File: config.mk
export PLATFORM = sky130hd
export DESIGN_NAME = traffic_phase_scheduler
export DESIGN_NICKNAME = d
export VERILOG_FILES = /design/src/rtl/traffic_phase_scheduler_pkg.sv /design/src/rtl/traffic_phase_scheduler_phase_timer.sv /design/src/rtl/traffic_phase_scheduler.sv
export SDC_FILE = /design/constraint.sdc
export NUM_CORES = 1
export LEC_CHECK = 0
export BUFFER_PORTS_ARGS = -buffer_cell sky130_fd_sc_hd__buf_2
export CORE_MARGIN = 2
export CORE_UTILIZATION = 33
export CTS_CLUSTER_SIZE = 16
export DETAILED_ROUTE_END_ITERATION = 16
export PLACE_DENSITY = 0.52
export SYNTH_ARGS = -nofsm -noshare
export SYNTH_HDL_FRONTEND = slang
export SYNTH_SLANG_ARGS = --single-unit
File: constraint.sdc
create_clock -name clk -period 3.7 [get_ports clk]
set_input_delay 0.555 -clock clk [delete_from_list [all_inputs] [get_ports clk]]
set_output_delay 0.555 -clock clk [all_outputs]
set_load 0.005 [all_outputs]
File: src/rtl/traffic_phase_scheduler_pkg.sv
// Shared encodings for the traffic phase scheduler: lamp codes, phase
// states, approach directions and the lamp decode helpers.
package traffic_phase_scheduler_pkg;

    localparam logic [2:0] LIGHT_RED    = 3'b100;
    localparam logic [2:0] LIGHT_YELLOW = 3'b010;
    localparam logic [2:0] LIGHT_GREEN  = 3'b001;

    typedef enum logic [2:0] {
        ST_NS_GREEN  = 3'd0,
        ST_NS_YELLOW = 3'd1,
        ST_ALLRED_A  = 3'd2,
        ST_EW_GREEN  = 3'd3,
        ST_EW_YELLOW = 3'd4,
        ST_ALLRED_B  = 3'd5,
        ST_WALK      = 3'd6
    } phase_e;

    typedef enum logic {
        DIR_NS = 1'b0,
        DIR_EW = 1'b1
    } dir_e;

    function automatic logic [2:0] ns_lamp(input phase_e s);
        case (s)
            ST_NS_GREEN:  ns_lamp = LIGHT_GREEN;
            ST_NS_YELLOW: ns_lamp = LIGHT_YELLOW;
            default:      ns_lamp = LIGHT_RED;
        endcase
    endfunction

    function automatic logic [2:0] ew_lamp(input phase_e s);
        case (s)
            ST_EW_GREEN:  ew_lamp = LIGHT_GREEN;
            ST_EW_YELLOW: ew_lamp = LIGHT_YELLOW;
            default:      ew_lamp = LIGHT_RED;
        endcase
    endfunction

endpackage

File: src/rtl/traffic_phase_scheduler_phase_timer.sv
// Elapsed-tick counter for the current phase. Clear has priority over the
// tick; the count saturates at all-ones so a resting green cannot wrap.
module traffic_phase_scheduler_phase_timer #(
    parameter int TICK_W = 4
) (
    input  logic              clk,
    input  logic              rst,
    input  logic              clear_i,
    input  logic              tick_i,
    output logic [TICK_W-1:0] count_o
);

    logic [TICK_W-1:0] count_q, count_d;

    // Next count: clear on phase change, otherwise saturating increment on tick
    always_comb begin
        count_d = count_q;
        if (clear_i) begin
            count_d = '0;
        end else if (tick_i && (count_q != {TICK_W{1'b1}})) begin
            count_d = count_q + 1'b1;
        end
    end

    // Count register, asynchronously cleared by active-low reset
    always_ff @(posedge clk or negedge rst) begin
        if (!rst) begin
            count_q <= '0;
        end else begin
            count_q <= count_d;
        end
    end

    assign count_o = count_q;

endmodule

File: src/rtl/traffic_phase_scheduler.sv
// Demand-actuated two-road phase scheduler with min/max green, yellow and
// all-red clearance. All timing advances only on cycles with tick=1.
// Optional pedestrian walk phase enabled by defining PED_WALK_EN.
module traffic_phase_scheduler
    import traffic_phase_scheduler_pkg::*;
#(
    parameter int TICK_W    = 4,
    parameter int GREEN_MIN = 5,
    parameter int GREEN_MAX = 10,
    parameter int YELLOW_T  = 3,
    parameter int ALLRED_T  = 1,
    parameter int WALK_T    = 6
) (
    input  logic              clk,
    input  logic              rst,
    input  logic              tick,
    input  logic              ns_req,
    input  logic              ew_req,
    input  logic              ped_req,
    output logic [2:0]        ns_light,
    output logic [2:0]        ew_light,
    output logic              walk,
    output logic [TICK_W-1:0] phase_ticks
);

    // Last-tick values: a phase of length D exits on the tick seen at D-1
    localparam logic [TICK_W-1:0] GMIN_LAST = TICK_W'(GREEN_MIN - 1);
    localparam logic [TICK_W-1:0] GMAX_LAST = TICK_W'(GREEN_MAX - 1);
    localparam logic [TICK_W-1:0] YEL_LAST  = TICK_W'(YELLOW_T - 1);
    localparam logic [TICK_W-1:0] AR_LAST   = TICK_W'(ALLRED_T - 1);
    localparam logic [TICK_W-1:0] WALK_LAST = TICK_W'(WALK_T - 1);

    phase_e            state_q, state_d;
    dir_e              last_dir_q, last_dir_d;
    logic              ped_pend_q, ped_pend_d;
    logic [2:0]        ns_light_q, ew_light_q;
    logic [TICK_W-1:0] ticks;
    logic              phase_change;

    assign phase_change = (state_d != state_q);

    traffic_phase_scheduler_phase_timer #(
        .TICK_W (TICK_W)
    ) u_phase_timer (
        .clk     (clk),
        .rst     (rst),
        .clear_i (phase_change),
        .tick_i  (tick),
        .count_o (ticks)
    );

    // Next-state and last-direction logic; unknown encodings recover to ALLRED_B
    always_comb begin
        state_d    = state_q;
        last_dir_d = last_dir_q;
        case (state_q)
            ST_NS_GREEN: begin
                if (tick && (ticks >= GMIN_LAST) && (ew_req || ped_pend_q) &&
                    (!ns_req || (ticks >= GMAX_LAST))) begin
                    state_d = ST_NS_YELLOW;
                end
            end
            ST_NS_YELLOW: begin
                if (tick && (ticks == YEL_LAST)) state_d = ST_ALLRED_A;
            end
            ST_ALLRED_A: begin
                if (tick && (ticks == AR_LAST)) state_d = ped_pend_q ? ST_WALK : ST_EW_GREEN;
            end
            ST_EW_GREEN: begin
                if (tick && (ticks >= GMIN_LAST) && (ns_req || ped_pend_q) &&
                    (!ew_req || (ticks >= GMAX_LAST))) begin
                    state_d = ST_EW_YELLOW;
                end
            end
            ST_EW_YELLOW: begin
                if (tick && (ticks == YEL_LAST)) state_d = ST_ALLRED_B;
            end
            ST_ALLRED_B: begin
                if (tick && (ticks == AR_LAST)) state_d = ped_pend_q ? ST_WALK : ST_NS_GREEN;
            end
            ST_WALK: begin
                // Serve the road that did not have the most recent green
                if (tick && (ticks == WALK_LAST)) begin
                    state_d = (last_dir_q == DIR_NS) ? ST_EW_GREEN : ST_NS_GREEN;
                end
            end
            default: state_d = ST_ALLRED_B;
        endcase

        if ((state_d == ST_NS_GREEN) && (state_q != ST_NS_GREEN)) last_dir_d = DIR_NS;
        if ((state_d == ST_EW_GREEN) && (state_q != ST_EW_GREEN)) last_dir_d = DIR_EW;
    end

`ifdef PED_WALK_EN
    logic walk_q;

    // Pedestrian latch: a new press in the WALK-entry cycle keeps it pending
    always_comb begin
        ped_pend_d = ped_pend_q;
        if ((state_d == ST_WALK) && (state_q != ST_WALK)) ped_pend_d = 1'b0;
        if (ped_req) ped_pend_d = 1'b1;
    end

    // Walk lamp registered alongside the state
    always_ff @(posedge clk or negedge rst) begin
        if (!rst) begin
            walk_q <= 1'b0;
        end else begin
            walk_q <= (state_d == ST_WALK);
        end
    end

    assign walk = walk_q;
`else
    logic ped_unused;

    // Without the walk phase the button has no effect and nothing is pending
    always_comb begin
        ped_pend_d = 1'b0;
    end

    assign ped_unused = ped_req;
    assign walk       = 1'b0;
`endif

    // State, direction memory, pedestrian latch and lamp registers
    always_ff @(posedge clk or negedge rst) begin
        if (!rst) begin
            state_q    <= ST_ALLRED_B;
            last_dir_q <= DIR_EW;
            ped_pend_q <= 1'b0;
            ns_light_q <= LIGHT_RED;
            ew_light_q <= LIGHT_RED;
        end else begin
            state_q    <= state_d;
            last_dir_q <= last_dir_d;
            ped_pend_q <= ped_pend_d;
            ns_light_q <= ns_lamp(state_d);
            ew_light_q <= ew_lamp(state_d);
        end
    end

    assign ns_light    = ns_light_q;
    assign ew_light    = ew_light_q;
    assign phase_ticks = ticks;

endmodule

==> flow_metrics.tcl, run 1 <==
set metrics [dict create \
    dieArea_sq_um 3080 \
    area_growth_pct 12.1 \
    worst_ep_required_time_ns 3.88 \
    syn_nets 100 \
    initial_core_util_pct 35.0 \
    nets 115 \
    routabilityCongestion 0.845 \
    setup_viol 0 \
    numCtsBuffers 3 \
    die_h_microns 55.5 \
    rsz0062_at_grt "false" \
    clk_transition_reported_paths_ns 0.08 \
    ctsResizeCount 0 \
    grt_pass1_vias 645 \
    clk_latency_ns 0.27 \
    vias 691 \
    finalInstanceArea_sq_um 982 \
    finalMaxSlewViolations 0 \
    finalWorstPathRequiredPeriod_ns 2.09 \
    cap_violations 0 \
    run_status "finished clean" \
    cts_tree "built" \
    fmax_mhz 478 \
    cts_root_buffer "clkbuf_4" \
    clkSinkCount 14 \
    ys_seq_elements 14 \
    antenna_cells 0 \
    critPathLaunchType "flop" \
    layout-drive-gt1-share_pct 27.2 \
    cts_buffer_depth 2 \
    dp_worst_setup_slack_ns 1.57 \
    drc 0 \
    syn_area_sq_um 876 \
    yosysWarnings 0 \
    port_buffers 14 \
    timing.final.crit_share_pct 56.5 \
    netlist_instances 89 \
    peakVddDrop_v 0.000304 \
    finClkSkew_ns 0.00702 \
    syn_area_per_cell_sq_um 9.84 \
    grt_pass1_wl_microns 2930 \
    cp.arrival_ns 2.27 \
    drt_wl_total_microns 1610 \
    antenna_left 0 \
    io_pins 17 \
    num_rows 18 \
    setup_tns_ns 0 \
    async_flop_share_pct 100 \
    wire_per_inst_microns 12.1 \
    critical_path_class "flop to flop" \
    hold_viol_final 0 \
    initialDrtViolationCount 25 \
    p_leak_nw 0.444 \
    yosysUniqueCellTypes 40 \
    vias_per_cell 5.20 \
    grt_use_total_pct 11.7 \
    die-width_microns 55.5 \
    cts_setup_buffers 0 \
    synth_edf_count 0 \
    powerDensity_nw_per_um2 629 \
    synth-main-ff-cell "dfrtp_1" \
    cts-hold-fix-buffers 0 \
    place_area_sq_um 956 \
    ys_seq_area_share_pct 40.7 \
    p_total_mw 0.618 \
    core_region_area_sq_um 2500 \
    worst_slack_ns 1.61 \
    critPathCaptureType "flop" \
    gr-total-overflow 0 \
    grt_max_degree 15 \
    antenna_found_initial 0 \
    cts_htree_levels 1 \
    hold_path_class "input port to asynchronous set/reset pin" \
    dp_hpwl_microns 1280 \
    drt_pre_antenna_iters 4 \
    cp_max_fo 8 \
]
report_power, final:
part | switching [mW] | internal, mW
Clock | 0.0427 | 0.0417
Sequential | 0.0411 | 0.212
Combinational | 0.161 | 0.120
Total | 0.245 | 0.373
cells by family after synthesis:
kind of cell / count (synthesis) / share of synthesized area, %
fa+ha+maj: 5 / 7.14
buf+inv: 10 / 5.71
xor+xnor: 3 / 3.86
flops: 14 / 40.7
other cells: 1 / 0.428
mux: 1 / 1.14
simple gates: 38 / 25.3
compound gates: 17 / 15.7
stage by stage:
step	util [%]	instances	hold slack, ns
after detailed placement	38.2	129	0.459
after global routing	39.3	133	0.155
after global placement	38.2	129	0.457
after CTS	39.3	133	0.153
final	39.3	133	0.155
after floorplan	-	89	0.259
metal layers:
metal	vias to the layer above	track usage (%)	share of wire [%]
li1	344	-	-
met1	325	17.7	50
met2	18	16.2	45
met3	4	0.937	4.4
met4	0	6.27	1.4
met5	-	0	0
path summary, 6_finish.rpt:
kind	startpoint	endpoint	slack [ns]	cells past startpoint
setup / recovery	u_phase_timer.count_o[1]	u_phase_timer.count_o[2]	1.61	8
hold / removal	rst	u_phase_timer.count_o[3]	0.16	1
setup reg to reg	u_phase_timer.count_o[1]	u_phase_timer.count_o[2]	1.61	8
hold reg to reg	last_dir_q	last_dir_q	0.56	2
max in group asynchronous	rst	ns_light[2]	3.26	1
min in group clk	last_dir_q	last_dir_q	0.56	2
Yosys cell counts, types with 2 or more instances:
library cell	count	area [sq um]
dfrtp_1	9	225
nand2_1	9	33.8
inv_1	6	22.5
dfstp_2	5	131
ha_1	5	62.6
nor2_1	5	18.8
o21ai_0	5	25.0
nand3_1	4	20.0
nor2b_1	4	25.0
nor3_1	4	20.0
a21oi_1	2	10.0
and4b_1	2	20.0
xnor2_1	2	17.5
registers in the layout, indices dropped and copies added (netlist names):
signal / cells
state_q: 3
last_dir_q: 1
u_phase_timer.count_o: 4
ew_light: 3
ns_light: 3
critical path: stages, from the launching register on:
cell and delay [ns]:
dfrtp_1 0.44, inv_1 0.12, ha_1 0.19, and4b_1 0.26, nand3b_1 0.09, a32o_2 0.29
o2111ai_4 0.16, xor2_2 0.16, nor4_2 0.29
cells in the final DEF (no fill, tap or decap), drive strengths merged, types with 5 or more instances in the layout:
cell type  count
ha             5
dfstp          5
o21ai          6
buf           14
nor2           5
dfrtp          9
inv            6
nand2          9
cell type report:
type / count / area [sq um]
repair buffers: 14 / 70.1
well taps: 30 / 37.5
multi-input cells: 65 / 469
fillers: 254 / 1520
flip-flops and latches: 14 / 357
inverters: 6 / 22.5
clock buffers: 4 / 26.3
(Power assumes the default switching activity.)
==> run 2: changes to the inputs <==
- PLACE_DENSITY: 0.52 -> 0.54
- clock period: 3.7 -> 1.7 ns (I/O delays scaled with it)
==> flow_metrics.tcl, run 2 (synthesis results as in run 1) <==
set metrics [dict create \
    clkSinkCount 14 \
    fill_cells 239 \
    dp_hpwl_microns 1600 \
    cts_tree "built" \
    die_h_microns 55.5 \
    crit_chain "ha_4 -> and4b_2 -> nand3b_1 -> a32o_2 -> o2111ai_4 -> buf_4 -> a31oi_1 -> nor2_1" \
    finalWorstPathRequiredPeriod_ns 1.89 \
    cts_buffer_depth 2 \
    clk_transition_reported_paths_ns 0.09 \
    wire_per_inst_microns 13.9 \
    worst_slack_ns -0.190 \
    antenna_found_initial 0 \
    startpoint "u_phase_timer.count_o[0]" \
    cp_max_fo 6 \
    critPathLaunchType "flop" \
    seqPwrFrac_pct 31.3 \
    whs_ns 0.389 \
    rsz0062_at_grt "true" \
    power.internal_mw 1.04 \
    initialDrtViolationCount 16 \
    peakVddDrop_v 0.000829 \
    stdcell_count 157 \
    io_pins 17 \
    grt_max_degree 15 \
    reg2reg_depth 8 \
    vias_per_cell 5.10 \
    worst_ep_required_time_ns 1.90 \
    crit_path_top_delay_cell "dfrtp_2" \
    grt_use_total_pct 15.4 \
    area_growth_pct 43.4 \
    powerDensity_nw_per_um2 1370 \
    drt_pre_antenna_iters 4 \
    dieArea_sq_um 3080 \
    finalInstanceArea_sq_um 1260 \
    pwr-share-clk_pct 11.2 \
    setup_tns_ns -1.27 \
    antenna_cells 0 \
    antenna_left 0 \
    cap_violations 0 \
    crit_path_end "last_dir_q" \
    clk_latency_ns 0.28 \
    cts_root_buffer "clkbuf_4" \
    initial_core_util_pct 35.0 \
    hold_viol_final 0 \
    path_depth 8 \
    p_sw_mw 0.689 \
    multi_input_area_sq_um 559 \
    violations "setup timing" \
    r2r_start "u_phase_timer.count_o[0]" \
    p_comb_share_pct 57.5 \
    drt_wl_total_microns 2190 \
    layout-drive-gt1-share_pct 52.0 \
    core_region_area_sq_um 2500 \
    layout_commonest_cell "buf_4" \
    seqCellArea_sq_um 358 \
    critPathCaptureType "flop" \
    largest_reg_flops 4 \
    cp.arrival_ns 2.09 \
    fmax_mhz 529 \
    critical_path.top_delay_family "compound AO/OA/AOI/OAI gates" \
    cts_htree_levels 1 \
    placed_cells 149 \
    finClkSkew_ns 0.0106 \
    setup_viol 10 \
    gr-total-overflow 0 \
    mostFrequentLayoutCells "buf_4, buf_2, nand2_1, dfrtp_1" \
    die-width_microns 55.5 \
    place_area_sq_um 1130 \
    vias 801 \
    r2r-end "last_dir_q" \
    numCtsBuffers 3 \
    routabilityCongestion 0.800 \
    finalMaxSlewViolations 0 \
    grt_pass1_wl_microns 3760 \
    nets 139 \
    hold_path_class "input port to asynchronous set/reset pin" \
    p_leak_nw 0.568 \
    run_status "finished, violations left" \
    timing.final.crit_share_pct 111 \
    reg2reg_slack_ns -0.19 \
    switching_share_pct 39.9 \
    num_rows 18 \
    port_buffers 14 \
    grt_pass1_vias 837 \
    critical_path_class "flop to flop" \
    cpPeakStageDelay_ns 0.45 \
    crit_buf_inv 1 \
    drc 0 \
]
[run 2: cell types whose count changed in the layout (fill, tap and decap cells not counted), moves of 2 or more]
cell / previous run / this run
o21ai_0: 5 / 3
nor3_2: 0 / 3
inv_2: 0 / 2
nor3_1: 4 / 1
buf_4: 0 / 23
inv_1: 6 / 4
o21ai_1: 1 / 3
ha_2: 0 / 2
ha_1: 5 / 2
[run 2: routing by layer]
metal	track usage, %	wire length, microns	vias to the layer above	share of wire (%)
li1	-	-	395	-
met2	25.2	1090	17	50
met1	20.2	986	387	45
met5	0	0	-	0
met3	2.58	97	2	4.4
met4	6.27	14	0	0.64
[run 2: layout make-up]
| cell class | count | area share [%] |
|---|---|---|
| tap | 30 | 2.99 |
| inverter | 6 | 1.79 |
| clock buffer | 4 | 2.09 |
| sequential | 14 | 28.5 |
| timing repair buffer | 38 | 20.1 |
| multi-input combinational | 65 | 44.5 |
[run 2: worst min-delay path by stage]
stage,startpoint,end,slack (ns),depth (start not counted)
5_1_grt,rst,u_phase_timer.count_o[3],0.42,2
3_5_place_dp,rst,u_phase_timer.count_o[1],0.17,1
2_1_floorplan,rst,ew_light[0],-0.04,0
4_1_cts,rst,u_phase_timer.count_o[3],0.39,2
3_3_place_gp,rst,u_phase_timer.count_o[1],0.16,1
6_report,rst,u_phase_timer.count_o[1],0.39,2
[run 2: timing repair]
item	4_1_cts	5_1_grt
resized for setup	12	4
hold endpoints to repair	9	0
endpoints found under the setup margin	10	12
buffers inserted	1	2
pin swaps	5	3
hold buffers	1	0
[run 2: stage by stage]
stage               utilization, %  setup slack (ns)  total power [mW]
finish                        50.3            -0.190              1.73
global route                  50.3            -0.273              1.86
CTS                           49.2            -0.151              1.69
detailed placement            45.1            -0.201              1.39
global placement              45.1            -0.159              1.37
floorplan                        -           -0.0504              1.03
[run 2: power by group through the flow]
| stage | clock [mW] | combinational, mW | sequential [mW] |
|---|---|---|---|
| final | 0.194 | 0.992 | 0.540 |
| after global routing | 0.216 | 1.09 | 0.556 |
| after CTS | 0.197 | 0.957 | 0.540 |
| after detailed placement | 0 | 0.848 | 0.542 |
| after global placement | 0 | 0.830 | 0.536 |
| after floorplan | 0 | 0.493 | 0.534 |
[run 2: worst register-to-register path: cells and delay by family (launching register included)]
family / cells / cell delay [ns]
flip-flops: 1 / 0.45
AO/OA/AOI/OAI: 3 / 0.57
adder cells (fa/ha/maj): 1 / 0.17
AND/OR/NAND/NOR: 3 / 0.40
buffers and inverters: 1 / 0.21
==> run 3: changes to the inputs <==
- CORE_UTILIZATION: 33 -> 40
- HOLD_SLACK_MARGIN: unset -> 0.1
- PLACE_DENSITY: 0.54 -> 0.63
==> flow_metrics.tcl, run 3 (synthesis results as in run 1) <==
set metrics [dict create \
    busiest_layer "met2" \
    io_pins 17 \
    die-width_microns 50.8 \
    seqCellArea_sq_um 358 \
    core_region_area_sq_um 2020 \
    gr-total-overflow 0 \
    fmax_mhz 537 \
    mostFrequentLayoutCells "buf_4, buf_2, dfrtp_1, nand2_1" \
    setup_viol 10 \
    gr-usage-met1_pct 20.2 \
    initialDrtViolationCount 4 \
    nets 139 \
    finalInstanceArea_sq_um 1250 \
    use_met2_pct 27.4 \
    violations "setup timing" \
    finalMaxSlewViolations 0 \
    vias_per_cell 5.10 \
    drt_pre_antenna_iters 4 \
    antenna_found_initial 0 \
    numCtsBuffers 3 \
    port_buffers 14 \
    vias 785 \
    routabilityCongestion 0.805 \
    antenna_cells 0 \
    grt.met3_usage_pct 0.893 \
    hold_viol_final 0 \
    p_total_mw 1.71 \
    grt_pass1_wl_microns 3100 \
    critPathCaptureType "flop" \
    cp_max_fo 6 \
    peakVddDrop_v 0.000797 \
    worst_slack_ns -0.161 \
    place_area_sq_um 1120 \
    timing.final.crit_share_pct 109 \
    drc 0 \
    antenna_left 0 \
    multi_input_area_sq_um 543 \
    run_status "finished, violations left" \
    cp.arrival_ns 2.01 \
    grt_pass1_vias 755 \
    layout-drive-gt1-share_pct 52.0 \
    area_growth_pct 42.6 \
    rsz0062_at_grt "true" \
    num_rows 16 \
    drt_wl_total_microns 1920 \
    cts_root_buffer "clkbuf_4" \
    largest_reg_flops 4 \
    grt_use_total_pct 15.8 \
    critPathLaunchType "flop" \
    reg2reg_depth 7 \
    cts_tree "built" \
    final_core_util_pct 61.8 \
    powerDensity_nw_per_um2 1370 \
    whs_ns 0.388 \
    r2r_start "u_phase_timer.count_o[0]" \
    dieArea_sq_um 2580 \
    die_h_microns 50.8 \
    cts_buffer_depth 2 \
    cts_htree_levels 1 \
    reg2reg_slack_ns -0.16 \
    worst_ep_required_time_ns 1.85 \
    finClkSkew_ns 0.00681 \
    cap_violations 0 \
    fill_cells 173 \
    dp_hpwl_microns 1430 \
    hold_path_class "input port to asynchronous set/reset pin" \
    crit_chain "inv_4 -> ha_1 -> nand2_1 -> o311ai_2 -> o2111ai_4 -> xor2_2 -> nor3_1" \
    clk_latency_ns 0.28 \
    p_leak_nw 0.574 \
    wire_per_inst_microns 12.5 \
    critical_path_class "flop to flop" \
    r2r-end "u_phase_timer.count_o[1]" \
    initial_core_util_pct 43.3 \
    clk_transition_reported_paths_ns 0.08 \
    clkSinkCount 14 \
    layout_commonest_cell "buf_4" \
    grt_max_degree 15 \
    crit_path_top_delay_cell "dfrtp_2" \
    cpPeakStageDelay_ns 0.46 \
    finalWorstPathRequiredPeriod_ns 1.86 \
]
-- run 3: repair_timing --
item | CTS | global route
hold buffers | 1 | 0
buffers inserted | 1 | 2
pin swaps | 5 | 3
endpoints found under the setup margin | 10 | 12
resized for setup | 6 | 8
endpoints found under the hold margin | 9 | 0
-- run 3: final cells by class --
cell class	count	area share, %
multi-input combinational	65	43.5
sequential	14	28.7
timing repair buffer	38	20.2
clock buffer	4	2.91
tap	27	2.71
inverter	6	2.00
-- run 3: stage by stage --
| stage | worst slack (ns) | setup TNS, ns | instances |
|---|---|---|---|
| floorplan | -0.0504 | -0.187 | 89 |
| global placement | -0.113 | -0.682 | 146 |
| detailed placement | -0.170 | -1.21 | 146 |
| CTS | -0.113 | -0.656 | 152 |
| global route | -0.288 | -2.01 | 154 |
| finish | -0.161 | -0.914 | 154 |
-- run 3: worst max path at each step --
stage	start	end	slack, ns
6_report	u_phase_timer.count_o[0]	u_phase_timer.count_o[1]	-0.16
5_1_grt	u_phase_timer.count_o[0]	u_phase_timer.count_o[2]	-0.29
4_1_cts	u_phase_timer.count_o[1]	u_phase_timer.count_o[3]	-0.11
3_5_place_dp	u_phase_timer.count_o[0]	u_phase_timer.count_o[3]	-0.17
3_3_place_gp	u_phase_timer.count_o[2]	u_phase_timer.count_o[2]	-0.11
2_1_floorplan	u_phase_timer.count_o[1]	u_phase_timer.count_o[0]	-0.05
-- run 3: worst max-delay path: cells and delay by family, from the launching register on --
kind            cells  cell delay [ns]
flops               1             0.46
compound gates      2             0.55
fa+ha+maj           1             0.17
simple gates        2             0.16
xor+xnor            1             0.31
buf+inv             1             0.09
-- run 3: power by group --
group | internal [mW] | switching (mW) | leakage (nW) | total [mW]
combinational | 0.484 | 0.460 | 0.384 | 0.944
sequential | 0.462 | 0.0808 | 0.169 | 0.543
clock | 0.130 | 0.0971 | 0.0210 | 0.227
-- run 3: layer usage --
metal  wire length (microns)  vias to the layer above  part of all wire, %
met4                      23                        0                  1.2
met2                     957                       14                   50
met3                      36                        2                  1.9
met1                     907                      377                   47
li1                        -                      392                    -
met5                       0                        -                    0
